===== config.mk =====
export PLATFORM = sky130hd
export DESIGN_NAME = truth_table_sweeper_flat
export DESIGN_NICKNAME = d
export VERILOG_FILES = /design/src/rtl/truth_table_sweeper_if.sv /design/src/rtl/truth_table_sweeper.sv /design/src/flat_wrapper.sv
export SDC_FILE = /design/constraint.sdc
export NUM_CORES = 1
export LEC_CHECK = 0
export CORE_MARGIN = 2
export CORE_UTILIZATION = 38
export CTS_CLUSTER_SIZE = 8
export DETAILED_ROUTE_END_ITERATION = 12
export PLACE_DENSITY = 0.62
export SLEW_MARGIN = 0
export SYNTH_ARGS = -nofsm -noshare
export SYNTH_HDL_FRONTEND = slang
export SYNTH_SLANG_ARGS = --single-unit

===== constraint.sdc =====
create_clock -name clk -period 2.1 [get_ports clk]
set_input_delay 0.42 -clock clk [delete_from_list [all_inputs] [get_ports clk]]
set_output_delay 0.42 -clock clk [all_outputs]
set_load 0.01 [all_outputs]

===== src/rtl/truth_table_sweeper_if.sv =====
// rtl/truth_table_sweeper_if.sv - stimulus/response and result bundle for truth_table_sweeper (care_mask present only with SWEEP_MASK_EN)
interface truth_table_sweeper_if #(
   parameter int IN_W  = 3,
   parameter int OUT_W = 2
);
   logic              start;
   logic [IN_W-1:0]   vec_out;
   logic [OUT_W-1:0]  dut_out;
   logic [OUT_W-1:0]  exp_out;
`ifdef SWEEP_MASK_EN
   logic [OUT_W-1:0]  care_mask;
`endif
   logic              busy;
   logic              done;
   logic              pass;
   logic [IN_W:0]     err_count;
   logic [IN_W:0]     zero_count;
   logic [IN_W-1:0]   first_fail_vec;
   logic              first_fail_valid;

   // Sweeper side: drives the vector and results, observes DUT and golden model
   modport master (
      input  start, dut_out, exp_out,
`ifdef SWEEP_MASK_EN
      input  care_mask,
`endif
      output vec_out, busy, done, pass, err_count, zero_count,
             first_fail_vec, first_fail_valid
   );

   // Environment side: DUT, golden model and controller
   modport slave (
      output start, dut_out, exp_out,
`ifdef SWEEP_MASK_EN
      output care_mask,
`endif
      input  vec_out, busy, done, pass, err_count, zero_count,
             first_fail_vec, first_fail_valid
   );
endinterface


===== src/rtl/truth_table_sweeper.sv =====
// rtl/truth_table_sweeper.sv - exhaustive input sweeper comparing a DUT against a golden model (optional SWEEP_MASK_EN)
module truth_table_sweeper #(
   parameter int IN_W   = 3,
   parameter int OUT_W  = 2,
   parameter int SETTLE = 20
) (
   input  logic                   clk,
   input  logic                   rst,
   truth_table_sweeper_if.master  bus
);

   localparam int CW = IN_W + 1;
   localparam int SW = (SETTLE > 1) ? $clog2(SETTLE) : 1;
   localparam logic [SW-1:0] SETTLE_LOAD = SW'(SETTLE - 1);

   localparam logic [1:0] S_IDLE   = 2'd0;
   localparam logic [1:0] S_SETTLE = 2'd1;
   localparam logic [1:0] S_SAMPLE = 2'd2;
   localparam logic [1:0] S_DONE   = 2'd3;

   logic [1:0]      state_q, state_d;
   logic [IN_W-1:0] vec_q, vec_d;
   logic [SW-1:0]   settle_q, settle_d;
   logic [CW-1:0]   err_q, err_d;
   logic [CW-1:0]   zero_q, zero_d;
   logic [IN_W-1:0] ff_vec_q, ff_vec_d;
   logic            ff_valid_q, ff_valid_d;
   logic            pass_q, pass_d;

   logic [OUT_W-1:0] diff;
   logic             mismatch;

   // Bits that disagree with the golden model, restricted to cared-for bits when masking
   always_comb begin
      diff = bus.dut_out ^ bus.exp_out;
`ifdef SWEEP_MASK_EN
      diff = diff & bus.care_mask;
`endif
      mismatch = |diff;
   end

   // Sweep sequencing, result accumulation and first-fail capture
   always_comb begin
      state_d    = state_q;
      vec_d      = vec_q;
      settle_d   = settle_q;
      err_d      = err_q;
      zero_d     = zero_q;
      ff_vec_d   = ff_vec_q;
      ff_valid_d = ff_valid_q;
      pass_d     = pass_q;
      case (state_q)
         S_IDLE, S_DONE: begin
            // A restart from DONE behaves exactly like a start from IDLE
            if (bus.start) begin
               state_d    = S_SETTLE;
               vec_d      = '0;
               settle_d   = SETTLE_LOAD;
               err_d      = '0;
               zero_d     = '0;
               ff_vec_d   = '0;
               ff_valid_d = 1'b0;
               pass_d     = 1'b0;
            end
         end
         S_SETTLE: begin
            if (settle_q == '0) begin
               state_d = S_SAMPLE;
            end else begin
               settle_d = settle_q - SW'(1);
            end
         end
         S_SAMPLE: begin
            if (mismatch) begin
               err_d = err_q + CW'(1);
               if (!ff_valid_q) begin
                  ff_vec_d   = vec_q;
                  ff_valid_d = 1'b1;
               end
            end
            if (bus.dut_out == '0) begin
               zero_d = zero_q + CW'(1);
            end
            // Terminal check precedes the increment so the vector never wraps
            if (&vec_q) begin
               state_d = S_DONE;
               pass_d  = (err_d == '0);
            end else begin
               vec_d    = vec_q + IN_W'(1);
               settle_d = SETTLE_LOAD;
               state_d  = S_SETTLE;
            end
         end
         default: state_d = S_IDLE;
      endcase
   end

   // State registers; reset clears every result so nothing partial survives
   always_ff @(posedge clk) begin
      if (rst) begin
         state_q    <= S_IDLE;
         vec_q      <= '0;
         settle_q   <= '0;
         err_q      <= '0;
         zero_q     <= '0;
         ff_vec_q   <= '0;
         ff_valid_q <= 1'b0;
         pass_q     <= 1'b0;
      end else begin
         state_q    <= state_d;
         vec_q      <= vec_d;
         settle_q   <= settle_d;
         err_q      <= err_d;
         zero_q     <= zero_d;
         ff_vec_q   <= ff_vec_d;
         ff_valid_q <= ff_valid_d;
         pass_q     <= pass_d;
      end
   end

   assign bus.vec_out          = vec_q;
   assign bus.busy             = (state_q == S_SETTLE) || (state_q == S_SAMPLE);
   assign bus.done             = (state_q == S_DONE);
   assign bus.pass             = pass_q;
   assign bus.err_count        = err_q;
   assign bus.zero_count       = zero_q;
   assign bus.first_fail_vec   = ff_vec_q;
   assign bus.first_fail_valid = ff_valid_q;

endmodule


===== src/flat_wrapper.sv =====
// flat-port wrapper written by rule: the top's interface ports become plain ports
module truth_table_sweeper_flat 
#(
   parameter int IN_W   = 3,
   parameter int OUT_W  = 2,
   parameter int SETTLE = 20
)
  (clk, rst, bus_start, bus_dut_out, bus_exp_out, bus_vec_out, bus_busy, bus_done, bus_pass, bus_err_count, bus_zero_count, bus_first_fail_vec, bus_first_fail_valid);
  truth_table_sweeper_if #(.IN_W(IN_W), .OUT_W(OUT_W)) bus_i ();
  input  logic clk;
  input  logic rst;
  input wire logic [$bits(bus_i.start)-1:0] bus_start;
  input wire logic [$bits(bus_i.dut_out)-1:0] bus_dut_out;
  input wire logic [$bits(bus_i.exp_out)-1:0] bus_exp_out;
  output wire logic [$bits(bus_i.vec_out)-1:0] bus_vec_out;
  output wire logic [$bits(bus_i.busy)-1:0] bus_busy;
  output wire logic [$bits(bus_i.done)-1:0] bus_done;
  output wire logic [$bits(bus_i.pass)-1:0] bus_pass;
  output wire logic [$bits(bus_i.err_count)-1:0] bus_err_count;
  output wire logic [$bits(bus_i.zero_count)-1:0] bus_zero_count;
  output wire logic [$bits(bus_i.first_fail_vec)-1:0] bus_first_fail_vec;
  output wire logic [$bits(bus_i.first_fail_valid)-1:0] bus_first_fail_valid;
  assign bus_i.start = bus_start;
  assign bus_i.dut_out = bus_dut_out;
  assign bus_i.exp_out = bus_exp_out;
  assign bus_vec_out = bus_i.vec_out;
  assign bus_busy = bus_i.busy;
  assign bus_done = bus_i.done;
  assign bus_pass = bus_i.pass;
  assign bus_err_count = bus_i.err_count;
  assign bus_zero_count = bus_i.zero_count;
  assign bus_first_fail_vec = bus_i.first_fail_vec;
  assign bus_first_fail_valid = bus_i.first_fail_valid;
  truth_table_sweeper #(.IN_W(IN_W), .OUT_W(OUT_W), .SETTLE(SETTLE)) u_core (.clk(clk), .rst(rst), .bus(bus_i));
endmodule

Word level (Yosys, flattened, before mapping)
Cells that the tools add are included.
{ "op_classes": {"n_addsub": 4, "eq_ne": 11, "muxes": 25, "bitwise_logic": 1, "reduce_logical": 17} }
{ "ops": {"columns": ["op", "count"], "rows": [
  ["3-bit AND reduction", 6],
  ["4-bit two-way mux", 4],
  ["4-bit one-hot mux with 2 select lines", 2],
  ["5-bit two-way mux", 3],
  ["5-bit one-hot mux with 3 select lines", 1],
  ["3-bit two-way mux", 4],
  ["3-bit one-hot mux with 2 select lines", 2],
  ["4-bit by 1-bit adder with 4-bit output (second input constant)", 2],
  ["2-bit by 1-bit != test with 1-bit output (second input constant)", 4],
  ["2-bit != test (second input constant)", 4],
  ["2-bit two-way mux", 3],
  ["2-bit one-hot mux with 3 select lines", 1],
  ["5-bit zero test", 1],
  ["5-bit by 1-bit subtractor with 5-bit output (second input constant)", 1],
  ["2-bit == test (second input constant)", 2],
  ["2-bit zero test", 2],
  ["4-bit zero test", 1],
  ["1-bit one-hot mux with 2 select lines", 2],
  ["2-bit AND reduction", 2],
  ["4-bit AND reduction", 1],
  ["2-bit OR reduction", 2],
  ["3-bit by 1-bit adder with 3-bit output (second input constant)", 1],
  ["1-bit two-way mux", 3],
  ["2-bit by 1-bit == test with 1-bit output (second input constant)", 1],
  ["other kinds (3)", 3]
]} }
{ "word_totals": {"ff_bits": 23, "input_bits": 7} }

Longest topological paths before layout
{ "depth": {"depth_word": 7, "depth_mapped": 7, "ltp_nobuf": 6} }

Least setup slack after synthesis
No wires, ideal clock.
{ "synth_path": {"kind": "reg2reg", "startpoint": "register u_core.state_q[0]", "endpoint": "register u_core.vec_q[1], in the netlist u_core.bus.vec_out[1]", "setup_ns": 0.128, "arrival_time_ns": 1.657, "t_required_ns": 1.972, "setup_slack_ns": 0.316, "stages_incl_launch_ff": 8, "n_path_buf": 1, "synth_period_minus_slack_ns": 1.784, "path_cell_list": "dfxtp_1 > inv_1 > ha_1 > nor2b_1 > buf_2 > or3_1 > a32oi_1 > nor2_1"} }
{ "synth_between": {"elab_chain_len": 4} }
{ "synth_rtl": {"columns": ["item", "line", "source"], "rows": [
  ["start: declaration", "truth_table_sweeper.sv:21", "logic [1:0] state_q, state_d;"],
  ["start signal: assignment", "truth_table_sweeper.sv:110", "state_q <= state_d;"],
  ["2-bit == test or 2-bit zero test (tied branches)", "truth_table_sweeper.sv:52", "case (state_q)"],
  ["2-bit OR reduction", "truth_table_sweeper.sv:52", null],
  ["2-bit != test (no source line) or 2-bit nonzero test (tied branches)", null, null],
  ["3-bit AND reduction (no source line)", null, null],
  ["end signal: assignment", "truth_table_sweeper.sv:111", "vec_q <= vec_d;"],
  ["end: declaration", "truth_table_sweeper.sv:22", "logic [IN_W-1:0] vec_q, vec_d;"]
]} }
Parallel ways exist; a longest one is shown, timed or not.
A chain may end at the register's enable or synchronous reset.

Worst setup path in the final report
{ "layout_path": {"startpoint": "register u_core.state_q[0]", "endpoint": "output bus_busy"} }
{ "layout_between": {"elab_chain_len": 2} }
{ "layout_rtl": {"columns": ["item", "line", "source"], "rows": [
  ["2-bit by 1-bit == test with 1-bit output or 2-bit == test (tied branches)", "truth_table_sweeper.sv:122", "assign bus.busy = (state_q == S_SETTLE) || (state_q == S_SAMPLE);"],
  ["1-bit logical OR (*)", "truth_table_sweeper.sv:122", null],
  ["end: declaration", "flat_wrapper.sv:16", "output wire logic [$bits(bus_i.busy)-1:0] bus_busy;"]
]} }
Every way passes the cells marked *; elsewhere a longest branch is shown, timed or not.

==> metrics.yaml <==
yosys:
  syn_inst: 161
  netlist_top_cells_count: "dfxtp_1, a21oi_1, nand2_1"
  ys_async_sr_fraction_pct: 0
  syn_area_um2: 1375
  synth-edff-count: 0
  synth_area_leader_cell: "dfxtp_1"
  synth_top_area_share_pct: 33.48
  ys_seq_area_share_pct: 33.48
  synth-seq-cells: 23
  synth_area_leaders: "dfxtp_1, ha_1, a21oi_1"
  syn_nets: 177
  yosys_warnings: 0
  ys_types: 49
  synth.most_common_cell: "dfxtp_1"
  synth_ff_type: "dfxtp_1"
  avgSynthCellArea_um2: 8.541
finish:
  fill_cells: 353
  nNetsFinal: 208
  n_antenna_cell: 0
  finalNonFillerCells: 237
  final_layout_size_suffix_gt1_share_pct: 13.09
  syn_to_final_growth_pct: 26.30
  final-seq-area_um2: 461.7
  multiInputGateArea_um2: 860.8
clocking:
  clock-sinks: 23
  htreeDepth: 1
  root_buffer: "clkbuf_4"
  tritoncts: "yes"
  cts.clk_slew.worst_paths_ps: 130
  cts_buffers: 3
  cts_setup_buffers: 0
  ctsResizeCount: 2
  cts_buffer_depth: 2
  clkLatencyLatePin_ps: 310
  hold_buffers: 0
worst_hold_path:
  hp-class: "reg -> reg"
drt:
  drc: 0
  ant_nets: 0
  dr.first_iter.drc_count: 29
  routedWlPerCell_um: 12.96
  via_per_inst: 5.354
  drt_first_pass_iters: 5
  num_vias: 1269
  totalWireLength_um: 3072
worst_setup_path:
  path_class: "reg -> out"
  critPathBufInv: 3
  end_kind: "output pin"
  worstPathCellList: "inv_1 > ha_1 > inv_1 > dlygate4sd2_1"
  required_ps: 1680
  crit_fanout: 5
  max_stage_delay_ps: 390
  cp.arrival_ps: 1480
  crit_family: "buffers and inverters"
  crit_top_cell: "inv_1"
  slowest_stage: "dfxtp_2"
  critical_path.startpoint_type: "flip-flop"
global_routing:
  antenna_found_initial: 0
  grt_pass1_vias: 1208
  grt_overflow: 0
  grt_pass1_wl_um: 5278
  grt.total_usage_pct: 15.85
  grt_max_degree: 14
place:
  hpwl_um: 2372
  gp_congestion: 0.9112
  portBuffers: 24
  dp_cells: 233
timing:
  rsz0062_at_grt: "no"
  max_freq_mhz: 527.1
  tightest_slew_ps: 559.8
  finalCriticalPeriod_ps: 1897
  finalMaxSlewViolations: 0
  timing.hold.ws_ps: 487.3
  period_share_pct: 90.33
  max_slew_margin_pct: 61.72
  worst_clock_skew_ps: 1.494
  setup_tns_ps: 0
  finalHoldViolCount: 0
  setup_violations: 0
floorplan:
  die_h_um: 64.16
  rows: 21
  dieWidth_um: 64.16
  die-area_um2: 4116
  core_area_um2: 3416
  initial_core_util_pct: 40.26
  ioPinCount: 25
power_and_ir_drop:
  p_leak_uw: 0.0006794
  p_per_area_nw_per_um2: 594.1
  peakVddDrop_uv: 326.7
status:
  status: "finished, final reports clean"
job:
  max_cap_violations: 0
-- final timing paths --
path / from / end / slack, ps / cells past startpoint
worst min register to register: u_core.bus.first_fail_vec[2]$_SDFFE_PP0P_ / u_core.bus.first_fail_vec[2]$_SDFFE_PP0P_ / 490 / 2
worst max register to register: u_core.state_q[0]$_SDFFE_PP0P_ / u_core.bus.zero_count[3]$_SDFFE_PP0P_ / 210 / 6
worst max-delay path: u_core.state_q[0]$_SDFFE_PP0P_ / bus_busy / 200 / 4
worst min-delay path: u_core.bus.first_fail_vec[2]$_SDFFE_PP0P_ / u_core.bus.first_fail_vec[2]$_SDFFE_PP0P_ / 490 / 2
-- layout make-up --
cell class,count,share of cell area [%]
Clock inverter,1,0.2882
Inverter,8,1.729
Sequential cell,23,26.58
Clock buffer,3,1.297
Multi-Input combinational cell,124,49.57
Tap cell,46,3.314
Timing Repair Buffer,32,17.22
-- report_power, final --
part	total [uW]	switching (uW)	leakage (uW)	internal (uW)
Sequential	486	24.2	0.000187	461
Clock	212	141	0.0000177	71.2
Combinational	334	187	0.000475	147
Total	1030	352	0.000679	680
-- per-stage QoR --
step / cell area, um2 / util [%] / worst slack (ps) / power (uW)
final: 1737 / 50.84 / 203.0 / 1032
after global routing: 1737 / 50.84 / 32.30 / 1100
after CTS: 1737 / 50.84 / 192.7 / 1042
after detailed placement: 1709 / 50.04 / 91.62 / 830.5
after global placement: 1709 / 50.04 / 115.0 / 821.4
after floorplan: 1375 / - / 315.9 / 717.6
-- layer usage --
layer	wire [um]	up-vias	track usage (%)
li1	-	648	-
met1	1496	594	20.63
met2	1443	25	26.95
met3	108	2	2.465
met4	23	0	4.787
met5	0	-	0
-- flip-flops by register name (all words and copies together) (netlist names) --
name / flops
u_core.bus.err_count: 4
u_core.bus.first_fail_valid: 1
u_core.bus.first_fail_vec: 3
u_core.bus.pass: 1
u_core.bus.vec_out: 3
u_core.bus.zero_count: 4
u_core.settle_q: 5
u_core.state_q: 2
-- layout by cell type, fill, tap and decap left out, types with 4 or more instances in the layout --
cell and count:
clkdlybuf4s50_1 23, dfxtp_1 22, nand2_1 16, a21oi_1 16, nor2_1 12, ha_1 9
inv_1 8, buf_4 8, o21ai_0 6, nand3b_1 5, nand2b_1 4
-- worst register-to-register path, stage by stage, from the launching register on --
cell,delay (ps)
dfxtp_2,390
inv_1,50
ha_1,310
nor2b_1,230
buf_4,170
or4b_1,490
a31oi_1,170
-- logic make-up (layout without fill, tap and decap cells) --
kind of cell	count (synthesis)	after routing	share of synthesized area [%]
simple gates	62	62	24.93
compound gates	46	46	23.02
flops	23	23	33.48
buf+inv	14	44	3.913
fa+ha+maj	9	9	8.189
mux	5	5	4.094
xor+xnor	2	2	2.366
Power figures use the tool's default switching activity.
